<file path="src/rtl/pe_accum.sv">
// pe_accum: output-side accumulator for the 16-lane int8 dot-product PE.
//
// Sums a group of signed 32-bit dot products (delimited by first/last) into
// an ACC_W-bit two's-complement accumulator. On the last beat the sum is
// saturated to signed 32 bits, ReLU is optionally applied, and the result is
// queued in a 2-entry output FIFO.
//
// Ports:
//   clock      in   clock, rising edge
//   resetn     in   asynchronous active-low reset
//   ivalid     in   input beat valid
//   oready     out  block can accept an input beat (FIFO not full)
//   iready     in   downstream can accept a result
//   ovalid     out  result valid (FIFO not empty)
//   dot_accum  in   signed dot product for this beat
//   first      in   beat starts a new group
//   last       in   beat ends the group
//   relu_en    in   apply ReLU to the group result (sampled on last beat)
//   result     out  FIFO head: saturated group result
//   result_sat out  FIFO head: result was saturated
module pe_accum #(
    parameter int ACC_W      = 40,
    parameter int FIFO_DEPTH = 2
) (
    input  logic        clock,
    input  logic        resetn,
    input  logic        ivalid,
    output logic        oready,
    input  logic        iready,
    output logic        ovalid,
    input  logic [31:0] dot_accum,
    input  logic        first,
    input  logic        last,
    input  logic        relu_en,
    output logic [31:0] result,
    output logic        result_sat
);

    localparam logic [1:0] CNT_FULL = 2'd2;

    logic [ACC_W-1:0] acc_q, acc_d;
    logic [1:0]       cnt_q, cnt_d;
    logic             wr_ptr_q, wr_ptr_d;
    logic             rd_ptr_q, rd_ptr_d;
    logic [1:0][31:0] mem_q, mem_d;
    logic [1:0]       sat_q, sat_d;

    logic             acc_fire, pop, push;
    logic [ACC_W-1:0] sum;
    logic [31:0]      sat_val, push_val;
    logic             push_sat;

    // Flow control depends only on the registered count, never on iready.
    assign oready   = (cnt_q != CNT_FULL);
    assign ovalid   = (cnt_q != 2'd0);
    assign acc_fire = ivalid & oready;
    assign pop      = ovalid & iready;
    assign push     = acc_fire & last;

    assign result     = mem_q[rd_ptr_q];
    assign result_sat = sat_q[rd_ptr_q];

    always_comb begin
        sum = (first ? '0 : acc_q) + {{(ACC_W-32){dot_accum[31]}}, dot_accum};

        // The sum fits in 32 bits exactly when bits [ACC_W-1:31] all match
        // the sign; otherwise clamp toward the sign of the full sum.
        sat_val  = sum[31:0];
        push_sat = 1'b0;
        if (!(&sum[ACC_W-1:31]) && (|sum[ACC_W-1:31])) begin
            push_sat = 1'b1;
            sat_val  = sum[ACC_W-1] ? 32'h8000_0000 : 32'h7FFF_FFFF;
        end

        // ReLU acts on the clamped value; the saturation flag is kept.
        push_val = (relu_en && sat_val[31]) ? 32'd0 : sat_val;
    end

    always_comb begin
        acc_d    = acc_q;
        cnt_d    = cnt_q;
        wr_ptr_d = wr_ptr_q;
        rd_ptr_d = rd_ptr_q;
        mem_d    = mem_q;
        sat_d    = sat_q;

        if (acc_fire) begin
            acc_d = last ? '0 : sum;
        end

        if (push) begin
            mem_d[wr_ptr_q] = push_val;
            sat_d[wr_ptr_q] = push_sat;
            wr_ptr_d        = ~wr_ptr_q;
        end

        if (pop) begin
            rd_ptr_d = ~rd_ptr_q;
        end

        // Push cannot happen when full (oready=0); pop cannot happen when
        // empty, so a push into an empty FIFO is never bypassed.
        case ({push, pop})
            2'b10:   cnt_d = cnt_q + 2'd1;
            2'b01:   cnt_d = cnt_q - 2'd1;
            default: cnt_d = cnt_q;
        endcase
    end

    always_ff @(posedge clock or negedge resetn) begin
        if (!resetn) begin
            acc_q    <= '0;
            cnt_q    <= '0;
            wr_ptr_q <= 1'b0;
            rd_ptr_q <= 1'b0;
            mem_q    <= '0;
            sat_q    <= '0;
        end else begin
            acc_q    <= acc_d;
            cnt_q    <= cnt_d;
            wr_ptr_q <= wr_ptr_d;
            rd_ptr_q <= rd_ptr_d;
            mem_q    <= mem_d;
            sat_q    <= sat_d;
        end
    end

endmodule

</file>
<file path="config.mk">
export PLATFORM = sky130hd
export DESIGN_NAME = pe_accum
export DESIGN_NICKNAME = d
export VERILOG_FILES = /design/src/rtl/pe_accum.sv
export SDC_FILE = /design/constraint.sdc
export NUM_CORES = 1
export LEC_CHECK = 0
export CELL_PAD_IN_SITES_DETAIL_PLACEMENT = 0
export CELL_PAD_IN_SITES_GLOBAL_PLACEMENT = 1
export CORE_ASPECT_RATIO = 0.7
export CORE_MARGIN = 1.5
export CORE_UTILIZATION = 30
export CTS_CLUSTER_SIZE = 12
export DETAILED_ROUTE_END_ITERATION = 8
export PLACE_DENSITY_LB_ADDON = 0.1
export SYNTH_ARGS = -nofsm -noshare
export SYNTH_HDL_FRONTEND = slang
export SYNTH_SLANG_ARGS = --single-unit
</file>
<file path="constraint.sdc">
create_clock -name clock -period 4.1 [get_ports clock]
set_clock_uncertainty 0.15 [all_clocks]
set_input_delay 1.23 -clock clock [delete_from_list [all_inputs] [get_ports clock]]
set_output_delay 1.23 -clock clock [all_outputs]
set_load 0.005 [all_outputs]
</file>
==> impl_metrics.env <==
export IMPL_synth_compound_area_share_pct=25.6
export IMPL_path_buf_inv=6
export IMPL_rr_startpoint="acc_q[0]$_DFFE_PN0P_"
export IMPL_fin_ws_ns=-0.670
export IMPL_synthAdderAreaFrac_pct=6.99
export IMPL_critical_path_max_fanout=16
export IMPL_ant_nets=0
export IMPL_ys_seq_elements=110
export IMPL_grt_pass1_vias=7273
export IMPL_viasPerCell=5.30
export IMPL_die_w_um=191
export IMPL_cp_top_family="simple AND/OR/NAND/NOR gates"
export IMPL_num_antenna_cells=0
export IMPL_synth_nets=808
export IMPL_violations="setup timing"
export IMPL_drt_iter0_markers=480
export IMPL_maxSlewViolCount=0
export IMPL_clock_path_buffers=2
export IMPL_overflow=0
export IMPL_crit_arrival_ns=4.92
export IMPL_cp_required_ns=4.25
export IMPL_dr_total_vias=7032
export IMPL_dieArea_sq_um=25800
export IMPL_yosysTopAreaCell="dfrtp_1"
export IMPL_worst_r2r_path_depth=17
export IMPL_finalCoreUtilization_pct=45.5
export IMPL_core_area_sq_um=24500
export IMPL_final_area_sq_um=11100
export IMPL_outcome="complete, but fails checks"
export IMPL_post_dp_cell_area_sq_um=9910
export IMPL_synth_area_leaders="dfrtp_1 (37%), a221o_1 (8.3%), ha_1 (6.7%)"
export IMPL_hold_path_class="flop to flop"
export IMPL_ys_flop_type="dfrtp_1"
export IMPL_irDropWorstVdd_uv=294
export IMPL_powerDensity_nw_per_um2=672
export IMPL_cpPeakStageDelay_ns=0.58
export IMPL_synth_top_family_by_area="compound AO/OA/AOI/OAI gates"
export IMPL_synth_top_area_share_pct=37.0
export IMPL_syn_instance_count=728
export IMPL_post_dp_hpwl_um=20000
export IMPL_whs_path_depth=2
export IMPL_drt_wl_total_um=27300
export IMPL_hold_violations=0
export IMPL_synth_simple_gate_area_share_pct=14.8
export IMPL_io_pins=74
export IMPL_r2r_end="mem_q[33]$_DFFE_PN0P_"
export IMPL_first_pass_iters=5
export IMPL_antenna_found_initial=0
export IMPL_min_from="acc_q[34]$_DFFE_PN0P_"
export IMPL_postSynthAreaPerCell_sq_um=10.2
export IMPL_maxSlewHeadroom_pct=58.5
export IMPL_worstSetupPathType="input port to flop"
export IMPL_cp_common_cell="buf_12"
export IMPL_place_congestion=0.935
export IMPL_grt_pass1_wl_um=42400
export IMPL_clkSlewWorstSetupHoldPaths_ns=0.08
export IMPL_row_count=48
export IMPL_fillerInstances=2310
export IMPL_track_usage_pct=21.7
export IMPL_drive_gt1_share_pct=40.2
export IMPL_finalCritPeriodShare_pct=116
export IMPL_synth_mux_area_share_pct=5.44
export IMPL_wire_per_inst_um=20.5
export IMPL_preCtsSetupSlack_ns=-1.47
export IMPL_tightestPinTransition_ns=0.622
export IMPL_synth_xor_area_share_pct=4.45
export IMPL_rsz0062_at_grt="true"
export IMPL_ys_types=75
export IMPL_final_cell_mix="buf_4 (208), dfrtp_1 (110), clkdlybuf4s50_1 (66), a221o_1 (62), nand2_1 (52)"
export IMPL_syn_area_sq_um=7450
export IMPL_cts_tree="done"
export IMPL_setup_tns_ns=-40.35
export IMPL_worstSetupStartpointType="input port"
export IMPL_async_flop_share_pct=100
export IMPL_final_common_cell="buf_4"
export IMPL_initial_core_util_pct=30.4
export IMPL_p_leak_nw=4.91
export IMPL_ys_warn_count=0
export IMPL_fin_crit_ns=4.77
export IMPL_route_detailed_drc=0
export IMPL_clock_sinks=110
export IMPL_cp_end_kind="flop"
export IMPL_clock_tree_root_cell="clkbuf_16"
export IMPL_port_buffers=73
export IMPL_die_height_um=135
export IMPL_maxCapViolations=0
export IMPL_htreeDepth=3
export IMPL_path_cells="buf_12 > buf_12 > buf_12 > nand2b_4 > fa_2 > nand2b_4 > a21o_1 > a21o_4 > buf_6 > a21o_1 > a211o_1 > and3b_1 > or2_1 > or4b_4 > o22ai_4 > buf_12 > buf_12 > a221o_1"
export IMPL_synth_edf_count=0
export IMPL_cts_buffers=9
export IMPL_setup_viol=66
export IMPL_min_to="acc_q[34]$_DFFE_PN0P_"
export IMPL_fin_nets=1078
export IMPL_grt_max_degree=69
export IMPL_max_freq_mhz=210
export IMPL_r2r_slack_ns=0.07
export IMPL_syn2layout_area_growth_pct=49.7
export IMPL_critPathSlowestCell="or4b_4"
export IMPL_ys_seq_area_share_pct=37.0
export IMPL_clk_latency_ns=0.36
[final cells by class]
type,count,area [sq um],share of cell area (%)
Clock buffer,10,229,2.05
Clock inverter,6,80.1,0.718
Inverter,11,41.3,0.370
Multi-Input combinational cell,557,4800,43.1
Sequential cell,110,2750,24.7
Tap cell,325,407,3.65
Timing Repair Buffer,309,2840,25.4
[cell usage after synthesis (all sizes together), types with 2 or more instances]
cell type  count
dfrtp        110
a221o         62
nand2         56
a21oi         44
ha            40
nor2b         40
nor2          38
mux2          36
o21ai         33
a22o          31
buf           28
xnor2         22
clkbuf        21
nand3         16
nand4         16
xor2          15
a21o          13
inv           11
o211ai        10
nand2b         9
nor3           9
o21bai         7
or2            7
a221oi         5
a211oi         4
and2           4
o221ai         4
a311oi         3
a31oi          3
o21a           3
a2111oi        2
a41oi          2
and3           2
o2111ai        2
o22ai          2
[per-stage QoR]
step                      total power, mW  instances  hold slack (ns)
after CTS                            7.34       1320            0.338
final                                7.50       1328            0.334
after global placement               6.10       1283            0.313
after floorplan                      4.16        728            0.292
after detailed placement             6.14       1283            0.320
after global routing                 8.00       1328            0.360
[sequential cells by signal, summed over array words and instances, names as in the netlist]
register,cells
rd_ptr_q,1
cnt_q,2
mem_q,64
wr_ptr_q,1
sat_q,2
acc_q,40
[cell families after synthesis]
kind of cell,Yosys count
AOI/OAI and AO/OA,237
DFF,110
xor gates and xnor gates,37
adders and majority gates,41
muxes,36
and+or+nand+nor,206
buffers and inverters,61
[worst max-delay path by stage]
stage / start / to / slack, ns / cells after the start
3_3_place_gp: first / mem_q[49]$_DFFE_PN0P_ / -1.49 / 16
3_5_place_dp: first / mem_q[53]$_DFFE_PN0P_ / -1.47 / 16
6_report: first / mem_q[33]$_DFFE_PN0P_ / -0.67 / 18
4_1_cts: first / mem_q[42]$_DFFE_PN0P_ / -0.71 / 21
2_1_floorplan: first / sat_q[1]$_DFFE_PN0P_ / -0.55 / 15
5_1_grt: first / mem_q[42]$_DFFE_PN0P_ / -0.77 / 23
[worst register-to-register path, cell delays in order (launching register included)]
cell and delay, ns:
dfrtp_1 0.36, nor2b_4 0.17, ha_4 0.14, inv_2 0.03, fa_2 0.33, nand2b_4 0.15, a21o_1 0.19, a21o_4 0.23
buf_6 0.11, a21o_1 0.18, a211o_1 0.28, and3b_1 0.21, or2_1 0.23, or4b_4 0.58, o22ai_4 0.17, buf_12 0.16
buf_12 0.15, a221o_1 0.16
[timing repair]
action / in CTS / in global routing
setup buffers: 15 / 8
endpoints found under the setup margin: 83 / 72
hold buffers: 0 / 0
cloned: 6 / 0
gates resized for setup: 66 / 66
pin swaps: 29 / 37
[report_power, final]
group          switching [mW]  total, mW  internal [mW]
clock                   0.426      0.912          0.486
combinational            2.08       4.63           2.55
sequential              0.329       1.95           1.62
total                    2.83       7.50           4.66
[layer usage]
metal  share of wire (%)  up-vias  global-route usage (%)
met2                  41      154                    30.3
met5                   0        -                       0
li1                    -     3316                       -
met3                 5.2       18                    4.26
met4                0.80        0                    4.47
met1                  53     3544                    34.1
Power figures use the tool's default switching activity.
